`src/rtl/bias_weight_store.sv`:
```
// Double-buffered weight/bias store: updates land in a shadow bank and are committed
// to the active bank only while no forward sample is in flight. Optional macro: BWS_CLIP_EN.
module bias_weight_store #(
    parameter int NP   = 4,
    parameter int NC   = 4,
    parameter int WD   = 8,
    parameter int WS   = 3,
    parameter int WV   = 8,
    parameter int CLIP = 127
) (
    input  logic                        iCLK,
    input  logic                        iRST,
    input  logic                        iMode,
    input  logic                        iValid_AS,
    output logic                        oReady_AS,
    input  logic [NC*NP*WD+NC*WD-1:0]   iData_AS,
    input  logic                        iStart,
    input  logic                        iDone,
    output logic [NC*NP*WD+NC*WD-1:0]   oParam,
    output logic [WV-1:0]               oVersion,
    output logic                        oErr
);

    localparam int PW = NC*NP*WD + NC*WD;
    localparam int NW = NC*NP;

    typedef enum logic {IDLE, PEND} state_t;

    if (CLIP < 1 || CLIP > (2**(WD-1)) - 1) begin : gClipRange
        $error("CLIP out of range for WD");
    end

    state_t         state, stateNext;
    logic [PW-1:0]  shadowBank;
    logic [PW-1:0]  activeBank;
    logic [PW-1:0]  commitBank;
    logic [WS-1:0]  cnt, cntNext;
    logic [WV-1:0]  version;
    logic           err;
    logic           errSet;
    logic           commit;
    logic           transfer;
    logic           loadShadow;

    assign commit    = (state == PEND) && (cnt == '0) && !iStart;
    assign oReady_AS = iMode && !iRST && ((state == IDLE) || commit);
    assign transfer  = iValid_AS && oReady_AS;

    assign oParam   = activeBank;
    assign oVersion = version;
    assign oErr     = err;

    // Simultaneous start/done cancel; out-of-range moves are dropped and flagged.
    always_comb begin
        cntNext = cnt;
        errSet  = 1'b0;
        if (iStart && !iDone) begin
            if (cnt == '1) errSet  = 1'b1;
            else           cntNext = cnt + 1'b1;
        end else if (iDone && !iStart) begin
            if (cnt == '0) errSet  = 1'b1;
            else           cntNext = cnt - 1'b1;
        end
    end

    always_comb begin
        stateNext  = state;
        loadShadow = 1'b0;
        case (state)
            IDLE: begin
                if (transfer) begin
                    loadShadow = 1'b1;
                    stateNext  = PEND;
                end
            end
            PEND: begin
                if (commit) begin
                    if (transfer) loadShadow = 1'b1;
                    else          stateNext  = IDLE;
                end
            end
            default: stateNext = IDLE;
        endcase
    end

`ifdef BWS_CLIP_EN
    localparam logic signed [WD-1:0] CLIP_HI = WD'(CLIP);
    localparam logic signed [WD-1:0] CLIP_LO = WD'(-CLIP);

    logic signed [WD-1:0] wordIn;

    // Weights saturate on their way into the active bank; biases are copied as-is.
    always_comb begin
        commitBank = shadowBank;
        wordIn     = '0;
        for (int unsigned i = 0; i < NW; i++) begin
            wordIn = $signed(shadowBank[i*WD +: WD]);
            if (wordIn > CLIP_HI)      commitBank[i*WD +: WD] = CLIP_HI;
            else if (wordIn < CLIP_LO) commitBank[i*WD +: WD] = CLIP_LO;
        end
    end
`else
    assign commitBank = shadowBank;
`endif

    always_ff @(posedge iCLK) begin
        if (iRST) begin
            state      <= IDLE;
            shadowBank <= '0;
            activeBank <= '0;
            cnt        <= '0;
            version    <= '0;
            err        <= 1'b0;
        end else begin
            state <= stateNext;
            cnt   <= cntNext;
            if (errSet)     err        <= 1'b1;
            if (loadShadow) shadowBank <= iData_AS;
            if (commit) begin
                activeBank <= commitBank;
                version    <= version + 1'b1;
            end
        end
    end

endmodule

```
`config.mk`:
```
export PLATFORM = sky130hd
export DESIGN_NAME = bias_weight_store
export DESIGN_NICKNAME = d
export VERILOG_FILES = /design/src/rtl/bias_weight_store.sv
export SDC_FILE = /design/constraint.sdc
export NUM_CORES = 1
export LEC_CHECK = 0
export BUFFER_PORTS_ARGS = -buffer_cell sky130_fd_sc_hd__buf_4
export CORE_MARGIN = 5
export CORE_UTILIZATION = 51
export DETAILED_ROUTE_END_ITERATION = 12
export PLACE_DENSITY = 0.81
export SLEW_MARGIN = 20
export SYNTH_ARGS = -nofsm -noshare
export SYNTH_HDL_FRONTEND = slang
export SYNTH_SLANG_ARGS = --single-unit
```
`constraint.sdc`:
```
create_clock -name iCLK -period 2.45 [get_ports iCLK]
set_input_delay 0.3675 -clock iCLK [delete_from_list [all_inputs] [get_ports iCLK]]
set_output_delay 0.3675 -clock iCLK [all_outputs]
set_load 0.02 [all_outputs]
```
==> out/qor.yml <==
layout_min_cycle_time_ns: 2.31
avgSynthCellArea_um2: 7.94
wl_met3_mm: 3.04
cellPowerDensity_mw_per_mm2: 740
peakVddDrop_mv: 0.578
syn_to_final_growth_pct: 30.8
top_layer: "met4"
ys_seq_area_share_pct: 57.0
wl_per_cell_um: 15.3
clkSinkCount: 333
clkPwrFrac_pct: 44.9
antenna_left: 0
io-pin-count: 336
grt.overflow.total: 0
cts_setup_buffers: 0
antenna_found_initial: 0
cts_hold_buf: 0
dieArea_mm2: 0.0261
crit_arrival_ns: 1.94
numCtsBuffers: 34
io_buffers: 335
setup_ws_ns: 0.143
ys_warn_count: 0
via_per_inst: 5.15
p_sw_uw: 2410
outcome: "finished, final reports clean"
yosys_register_bits: 333
drc: 0
wl_mm: 31.3
fin_crit_sh_pct: 94.2
diodes: 0
dp_slack_ns: 0.320
final_cell_mix: "nand2_1 (643), buf_4 (339), dfxtp_1 (333)"
cap_violations: 0
slew_viol_final: 0
wl_met2_mm: 14.7
nets: 1911
critPathCaptureType: "primary output"
drive_gt1_share_pct: 22.8
pwr-share-seq_pct: 49.3
row_count: 55
intPower_uw: 8910
clk_latency_ns: 0.50
tns_ns: 0
path_clk_slew_ns: 0.06
firstDrtPassIters: 5
grt_usage_pct: 22.9
switching_share_pct: 21.3
syn-instance-count: 1473
skew_ns: 0.0109
hpwl_mm: 19.9
rsz0062_at_grt: "false"
hp-class: "input pin to flip-flop"
worst_slew_pin_slew_ns: 1.07
drt_iter0_markers: 913
start_util_pct: 51.7
syn_nets: 1641
crit_type: "flip-flop to primary output"
num_vias: 10500
synth_area_mm2: 0.0117
leakage_uw: 0.00594
cts_root_buf: "clkbuf_16"
hold_viol: 0
grt_max_degree: 228
first_global_vias: 9908
grt_pass1_wl_mm: 49.9
cp.required_ns: 2.08
setup-violations-final: 0
place.gp.congestion: 0.787
fmax_mhz: 433
final_common_cell: "nand2_1"
crit_fanout: 9
fp.dieH_um: 161
cts_tree: "yes"
maxSlewHeadroom_pct: 28.4
cts_max_path_buffers: 3
core-area_mm2: 0.0226
cts_resized: 0
pwr-share-comb_pct: 5.8
htreeDepth: 2
synth.distinct_cells: 36
cp-start-kind: "flip-flop"
wl_met1_mm: 12.6
die_x_um: 161
cells in the mapped netlist:
cell / instances / area share [%]
or4_4: 1 / 0.096
clkbuf_1: 65 / 2.1
nand2_1: 644 / 21
nor4_4: 1 / 0.18
nand4_1: 5 / 0.27
a2111oi_0: 1 / 0.075
ha_1: 1 / 0.11
o22ai_1: 1 / 0.054
buf_6: 11 / 1.1
nor3_1: 2 / 0.086
buf_4: 12 / 0.77
nor2b_1: 2 / 0.11
o211ai_1: 1 / 0.064
a21oi_1: 323 / 14
buf_2: 24 / 1.0
nor3b_1: 1 / 0.064
a31oi_1: 1 / 0.054
inv_1: 1 / 0.032
dfxtp_1: 333 / 57
a21o_1: 1 / 0.064
nand2b_1: 1 / 0.054
and4_1: 1 / 0.075
and3b_1: 1 / 0.075
a22oi_1: 1 / 0.064
a211oi_1: 2 / 0.13
a211o_1: 1 / 0.075
xnor2_1: 1 / 0.075
o21ai_0: 4 / 0.17
and3_1: 1 / 0.054
nand3_1: 2 / 0.086
nand3b_1: 2 / 0.13
xor2_1: 6 / 0.45
and2_1: 4 / 0.21
nor2_1: 13 / 0.42
a21oi_2: 1 / 0.075
fa_1: 1 / 0.17
metal layers:
metal	GRT usage [%]	vias to the layer above
met5	0	-
met4	7.79	0
met3	8.27	67
met2	37.1	379
met1	28.5	4824
li1	-	5262
worst paths after layout:
path | startpoint | slack [ns] | depth (start not counted) | end
max | cnt[2]$_SDFFE_PP0P_ | 0.14 | 4 | oReady_AS
min | iData_AS[33] | 0.11 | 3 | commitBank[33]$_SDFFE_PP0P_
max reg2reg | cnt[2]$_SDFFE_PP0P_ | 0.25 | 5 | commitBank[149]$_SDFFE_PP0P_
min reg2reg | commitBank[92]$_SDFFE_PP0P_ | 0.45 | 2 | oParam[92]$_SDFFE_PP0P_
layout make-up:
type	count	area [um^2]
timing repair buffer	346	2680
sequential	333	6670
multi-input combinational	1027	4470
clock buffer	51	1070
inverter	1	3.75
clock inverter	4	45.0
tap	285	357
fill	1853	7350
cells by family (layout without fill, tap and decap cells):
family,after synthesis,after routing,share of synthesized area [%]
fa+ha+maj,2,2,0.278
xor+xnor,7,7,0.524
simple gates,681,681,22.6
buf+inv,113,402,4.97
compound gates,337,337,14.6
flops,333,333,57.0
through the flow:
| stage | area [um^2] | hold slack (ns) | cells | utilization (%) | power [uW] |
|---|---|---|---|---|---|
| floorplan | 11700 | 0.432 | 1473 | - | 6050 |
| global placement | 14200 | 0.435 | 1992 | 62.6 | 6350 |
| detailed placement | 14200 | 0.441 | 1992 | 62.6 | 6360 |
| CTS | 15300 | 0.0985 | 2047 | 67.5 | 11400 |
| global route | 15300 | 0.102 | 2047 | 67.5 | 11700 |
| finish | 15300 | 0.115 | 2047 | 67.5 | 11300 |
flip-flops by register name, summed over array words and instances, names as in the netlist:
name        flops
oVersion        8
state           1
cnt             3
commitBank    160
oParam        160
oErr            1
power groups by stage:
stage / logic, uW / clock network [uW] / registers [uW]
after floorplan: 359 / 0 / 5690
after global placement: 651 / 0 / 5690
after detailed placement: 656 / 0 / 5700
after CTS: 659 / 5180 / 5580
after global routing: 725 / 5430 / 5590
final: 657 / 5080 / 5580
worst max-delay path: stages, from the launching register on:
cell	delay, ns
dfxtp_1	0.41
or4_4	0.62
nand2_1	0.11
and3b_1	0.16
buf_4	0.14
(Power assumes the default switching activity.)
